**src/rtl/ps2_emit.sv**
```systemverilog
// PS/2-style device-side transmitter: one byte in per valid/ready handshake, one 11-bit frame out on clk/dat.
// Latency: bit 0 appears the cycle after acceptance; done pulses 22*HALF+1 cycles after acceptance.
// Backpressure: ready is low from acceptance until GAP cycles after done; valid while not ready is dropped.
module ps2_emit #(
  parameter int unsigned HALF = 4,  // sysclk cycles per serial clock half-period, 2..255
  parameter int unsigned GAP  = 8   // idle cycles after the stop bit before the next accept, 0..255
) (
  input  logic       sysclk,
  input  logic       rst_n,
  input  logic [7:0] word,
  input  logic       valid,
  input  logic       bad_parity,
  output logic       ready,
  output logic       clk,
  output logic       dat,
  output logic       done
);

  localparam logic [7:0] HALF_LAST = 8'(HALF - 1);
  localparam logic [7:0] GAP_LAST  = (GAP == 0) ? 8'd0 : 8'(GAP - 1);
  localparam logic [3:0] LAST_BIT  = 4'd10;

  typedef enum logic [1:0] {
    S_IDLE  = 2'd0,
    S_SHIFT = 2'd1,
    S_GAP   = 2'd2
  } state_e;

  state_e      state_q, state_d;
  logic [7:0]  half_q, half_d;    // position inside the current half-period
  logic        low_q, low_d;      // 0: high half of the bit, 1: low half
  logic [3:0]  bit_q, bit_d;      // index of the bit currently on dat
  logic [7:0]  gap_q, gap_d;      // cycles spent in the post-frame gap
  logic [10:0] shift_q, shift_d;  // frame bits, bit 0 is the one on dat
  logic        clk_q, clk_d;
  logic        done_q, done_d;

  // Odd parity over the data byte, optionally inverted to inject an error.
  logic par;
  assign par = ~(^word) ^ bad_parity;

  // Outputs come straight from flops so the serial lines never glitch.
  assign ready = (state_q == S_IDLE);
  assign clk   = clk_q;
  assign dat   = shift_q[0];
  assign done  = done_q;

  // Next-state logic: bit timing, frame sequencing and gap counting.
  always_comb begin
    state_d = state_q;
    half_d  = half_q;
    low_d   = low_q;
    bit_d   = bit_q;
    gap_d   = gap_q;
    shift_d = shift_q;
    clk_d   = clk_q;
    done_d  = 1'b0;

    case (state_q)
      S_IDLE: begin
        clk_d   = 1'b1;
        shift_d = '1;
        if (valid) begin
          // Capture the whole frame now so later word changes cannot leak in.
          shift_d = {1'b1, par, word, 1'b0};
          state_d = S_SHIFT;
          half_d  = 8'd0;
          low_d   = 1'b0;
          bit_d   = 4'd0;
        end
      end

      S_SHIFT: begin
        if (half_q == HALF_LAST) begin
          half_d = 8'd0;
          if (!low_q) begin
            // Mid-bit: drop clk while dat stays put.
            low_d = 1'b1;
            clk_d = 1'b0;
          end else begin
            // End of bit: raise clk and move dat in the same cycle.
            low_d = 1'b0;
            clk_d = 1'b1;
            if (bit_q == LAST_BIT) begin
              shift_d = '1;
              done_d  = 1'b1;
              gap_d   = 8'd0;
              state_d = (GAP == 0) ? S_IDLE : S_GAP;
            end else begin
              bit_d   = bit_q + 4'd1;
              shift_d = {1'b1, shift_q[10:1]};
            end
          end
        end else begin
          half_d = half_q + 8'd1;
        end
      end

      S_GAP: begin
        clk_d = 1'b1;
        // The done cycle is the first gap cycle, so no extra idle cycle appears.
        if (gap_q == GAP_LAST) begin
          gap_d   = 8'd0;
          state_d = S_IDLE;
        end else begin
          gap_d = gap_q + 8'd1;
        end
      end

      default: begin
        state_d = S_IDLE;
        clk_d   = 1'b1;
        shift_d = '1;
      end
    endcase
  end

  // State register with synchronous reset; reset mid-frame abandons the frame.
  always_ff @(posedge sysclk) begin
    if (!rst_n) begin
      state_q <= S_IDLE;
      half_q  <= 8'd0;
      low_q   <= 1'b0;
      bit_q   <= 4'd0;
      gap_q   <= 8'd0;
      shift_q <= '1;
      clk_q   <= 1'b1;
      done_q  <= 1'b0;
    end else begin
      state_q <= state_d;
      half_q  <= half_d;
      low_q   <= low_d;
      bit_q   <= bit_d;
      gap_q   <= gap_d;
      shift_q <= shift_d;
      clk_q   <= clk_d;
      done_q  <= done_d;
    end
  end

endmodule

```
**config.mk**
```make
export PLATFORM = sky130hd
export DESIGN_NAME = ps2_emit
export DESIGN_NICKNAME = d
export VERILOG_FILES = /design/src/rtl/ps2_emit.sv
export SDC_FILE = /design/constraint.sdc
export NUM_CORES = 1
export LEC_CHECK = 0
export ABC_AREA = 1
export BUFFER_PORTS_ARGS = -buffer_cell sky130_fd_sc_hd__buf_2
export CAP_MARGIN = 10
export CORE_MARGIN = 2
export CORE_UTILIZATION = 35
export CTS_BUF_LIST = sky130_fd_sc_hd__clkbuf_4
export DETAILED_ROUTE_END_ITERATION = 8
export PLACE_DENSITY = 0.62
export SLEW_MARGIN = 20
export SYNTH_ARGS = -nofsm -noshare
export SYNTH_HDL_FRONTEND = slang
export SYNTH_SLANG_ARGS = --single-unit
```
**constraint.sdc**
```tcl
create_clock -name sysclk -period 2.85 [get_ports sysclk]
set_input_delay 0.4275 -clock sysclk [delete_from_list [all_inputs] [get_ports sysclk]]
set_output_delay 0.4275 -clock sysclk [all_outputs]
set_load 0.02 [all_outputs]
```
==> metrics.log <==
INFO  metric tritoncts_num_sinks = 35
INFO  metric powerDensity = 708 nW/um2
INFO  metric drt_iter0_drc = 109
INFO  metric syn-instance-count = 295
INFO  metric global_route_wire_length_before_repair = 7.17 mm
INFO  metric grt_overflow = 0
INFO  metric core-area = 5470 um2
INFO  metric postCtsResizedCells = 0
INFO  metric crit_path_max_incr_delay = 0.41 ns
INFO  metric post-dp-hpwl = 3.02 mm
INFO  metric synth_top_area_share = 35.7%
INFO  metric placed_cells_incl_taps = 376
INFO  metric fp-row-count = 27
INFO  metric pin_slew_with_the_least_headroom_to_its_limit = 0.813 ns
INFO  metric hold_path_class = primary input to flop
INFO  metric worst_setup_hold_path_clk_slew = 0.11 ns
INFO  metric detail_route.vias_per_cell = 4.84
INFO  metric first_global_vias = 1,603
INFO  metric clockBufferDepth = 2
INFO  metric n_antenna_cell = 0
INFO  metric post-route-period-util = 58.1%
INFO  metric required = 3.08 ns
INFO  metric grt_antenna_before_repair = 0
INFO  metric leakage = 0.954 nW
INFO  metric postSynthRegisterBits = 35
INFO  metric globalplace.congestion = 0.738
INFO  metric layout.nets = 327
INFO  metric cts_root_buf = clkbuf_4
INFO  metric final_cell_count_no_fill = 384
INFO  metric setup_viol = 0
INFO  metric place.port_buffers = 15
INFO  metric number_of_clock_buffers_inserted_by_tritoncts = 5
INFO  metric routedWlPerCell = 10.8 um
INFO  metric start_util = 35.9%
INFO  metric clk-insertion-delay-late = 0.34 ns
INFO  metric worst_r2r_path_depth = 8
INFO  metric cap_viol_max_count = 0
INFO  metric finalWirelength = 4.15 mm
INFO  metric cts_tree = yes
INFO  metric min_period = 1.66 ns
INFO  metric timing.critical_path.arrival = 1.89 ns
INFO  metric worstPathCellList = ha_1, nand2_1, nor2_4, nand2_2, nand2_4, nand2_4, a21oi_1, o21ai_1
INFO  metric timing.critical_path.fanout_max = 19
INFO  metric fin_worst_skew = 0.00786 ns
INFO  metric maxSlewHeadroom = 45.8%
INFO  metric synthTopCellsByArea = dfxtp_1 (36%), nand2_1 (15%), a21oi_1 (7.9%)
INFO  metric io-pin-count = 16
INFO  metric critical_path.endpoint_type = flop
INFO  metric netlist_area = 1960 um2
INFO  metric synth_area_leader_cell = dfxtp_1
INFO  metric worstSetupStartpointType = flop
INFO  metric critical_path.slowest_cell = dfxtp_1
INFO  metric h_tree_lvls = 2
INFO  metric run_status = finished, final reports clean
INFO  metric cts-hold-fix-buffers = 0
INFO  metric totalNegativeSetupSlack = 0 ns
INFO  metric route.detailed.drc = 0
INFO  metric route.vias.total = 1,859
INFO  metric synth_warnings = 0
INFO  metric grt_max_degree = 25
INFO  metric post-cts-setup-buffers = 0
INFO  metric cp_common_cell = nand2_4
INFO  metric grt.total_usage = 14.4%
INFO  metric syn_nets = 311
INFO  metric areaGrowthSynthToFinish = 9.36%
INFO  metric final_core_util = 39.3%
INFO  metric report.power.total = 1.52 mW
INFO  metric regToRegSetupSlack = 1.19 ns
INFO  metric route.antenna.remaining_nets = 0
INFO  metric slew_violations = 0
INFO  metric max_freq = 604 MHz
INFO  metric die-area = 6230 um2
INFO  metric irDropWorstVdd = 0.307 mV
INFO  metric crit_type = flop to flop
INFO  metric fraction_of_layout_cells_with_a_size_suffix_above_1 = 13.8%
INFO  metric die_span_x = 78.9 um
INFO  metric synth.yosys.seq_area_share = 35.7%
INFO  metric min_path_cells = 2
INFO  metric final-hold-violation-count = 0
INFO  metric dieHeight = 78.9 um
INFO  metric synth.avg_cell_area = 6.66 um2
INFO  metric detail_route.first_pass.iterations = 4
INFO  metric synth.lib_cells_used.distinct = 29
INFO  metric grt_setup_unrepaired = no
==> placed cells by master, fill, tap and decap left out, drive strengths merged <==
cell / count
dfxtp: 35
ha: 4
xor2: 4
nand2: 84
a211oi: 1
o22ai: 4
nor3: 3
clkbuf: 6
clkinv: 3
a21oi: 33
nand4: 9
o21ai: 20
buf: 15
inv: 33
o21bai: 1
nand3: 21
a32o: 1
xnor2: 1
nor2: 34
==> area by class of cell <==
type / count / area (um2)
Clock inverter: 2 / 7.51
Clock buffer: 6 / 45.0
Tap cell: 72 / 90.1
Fill cell: 607 / 3320
Inverter: 34 / 128
Multi-Input combinational cell: 220 / 1100
Sequential cell: 35 / 701
Timing Repair Buffer: 15 / 75.1
==> routing by layer <==
layer  routed length, um  vias up  track usage [%]
met4                  76        0             6.21
met5                   0        -                0
met1                1990      820             18.3
met2                1930       32             23.8
met3                 151        7             3.07
li1                    -     1000                -
==> cells in the mapped netlist <==
library cell,count
a211oi_2,1
a21oi_1,31
a21oi_2,2
a32o_1,1
buf_1,1
buf_4,1
buf_6,1
clkbuf_1,3
clkinv_1,1
dfxtp_1,35
ha_1,4
inv_1,27
inv_2,6
nand2_1,78
nand2_2,4
nand2_4,2
nand3_1,21
nand4_1,8
nand4_2,1
nor2_1,28
nor2_2,3
nor2_4,3
nor3_1,3
o21ai_0,12
o21ai_1,8
o21bai_1,1
o22ai_1,4
xnor2_1,1
xor2_1,4
==> logic make-up (layout without fill, tap and decap cells) <==
kind of cell             after synthesis  in the layout  synth area share, %
XOR/XNOR                               5              5                 2.23
AND/OR/NAND/NOR                      151            151                 34.6
buffers and inverters                 40             57                 8.22
AO/OA/AOI/OAI                         60             60                 16.7
flip-flops                            35             35                 35.7
adder cells (fa/ha/maj)                4              4                 2.55
==> final timing paths <==
check	startpoint	to
worst min register to register	shift_q[0]	shift_q[0]
worst max register to register	half_q[0]	shift_q[7]
worst max-delay path	half_q[0]	shift_q[7]
worst min-delay path	rst_n	shift_q[0]
==> critical path, delay by kind of cell (launching register included) <==
| family | cells | cell delay [ns] |
|---|---|---|
| compound gates | 2 | 0.25 |
| fa+ha+maj | 1 | 0.24 |
| flops | 1 | 0.41 |
| simple gates | 5 | 0.64 |
==> metrics by stage <==
stage	cell area (um2)	hold slack (ns)	worst slack, ns
2_1_floorplan	1960	0.443	1.36
3_3_place_gp	2100	0.455	1.16
3_5_place_dp	2100	0.461	1.13
4_1_cts	2150	0.354	1.19
5_1_grt	2150	0.379	0.951
6_report	2150	0.361	1.19
==> state kept, by name, summed over array words and instances (netlist names) <==
register	flops
bit_q	4
clk	1
done	1
gap_q	8
half_q	8
low_q	1
shift_q	10
state_q	2
==> power by group <==
part	switching, mW	internal [mW]
clock network	0.168	0.101
registers	0.0738	0.582
logic	0.408	0.188
Note: power is estimated with default switching activity, not from simulation.
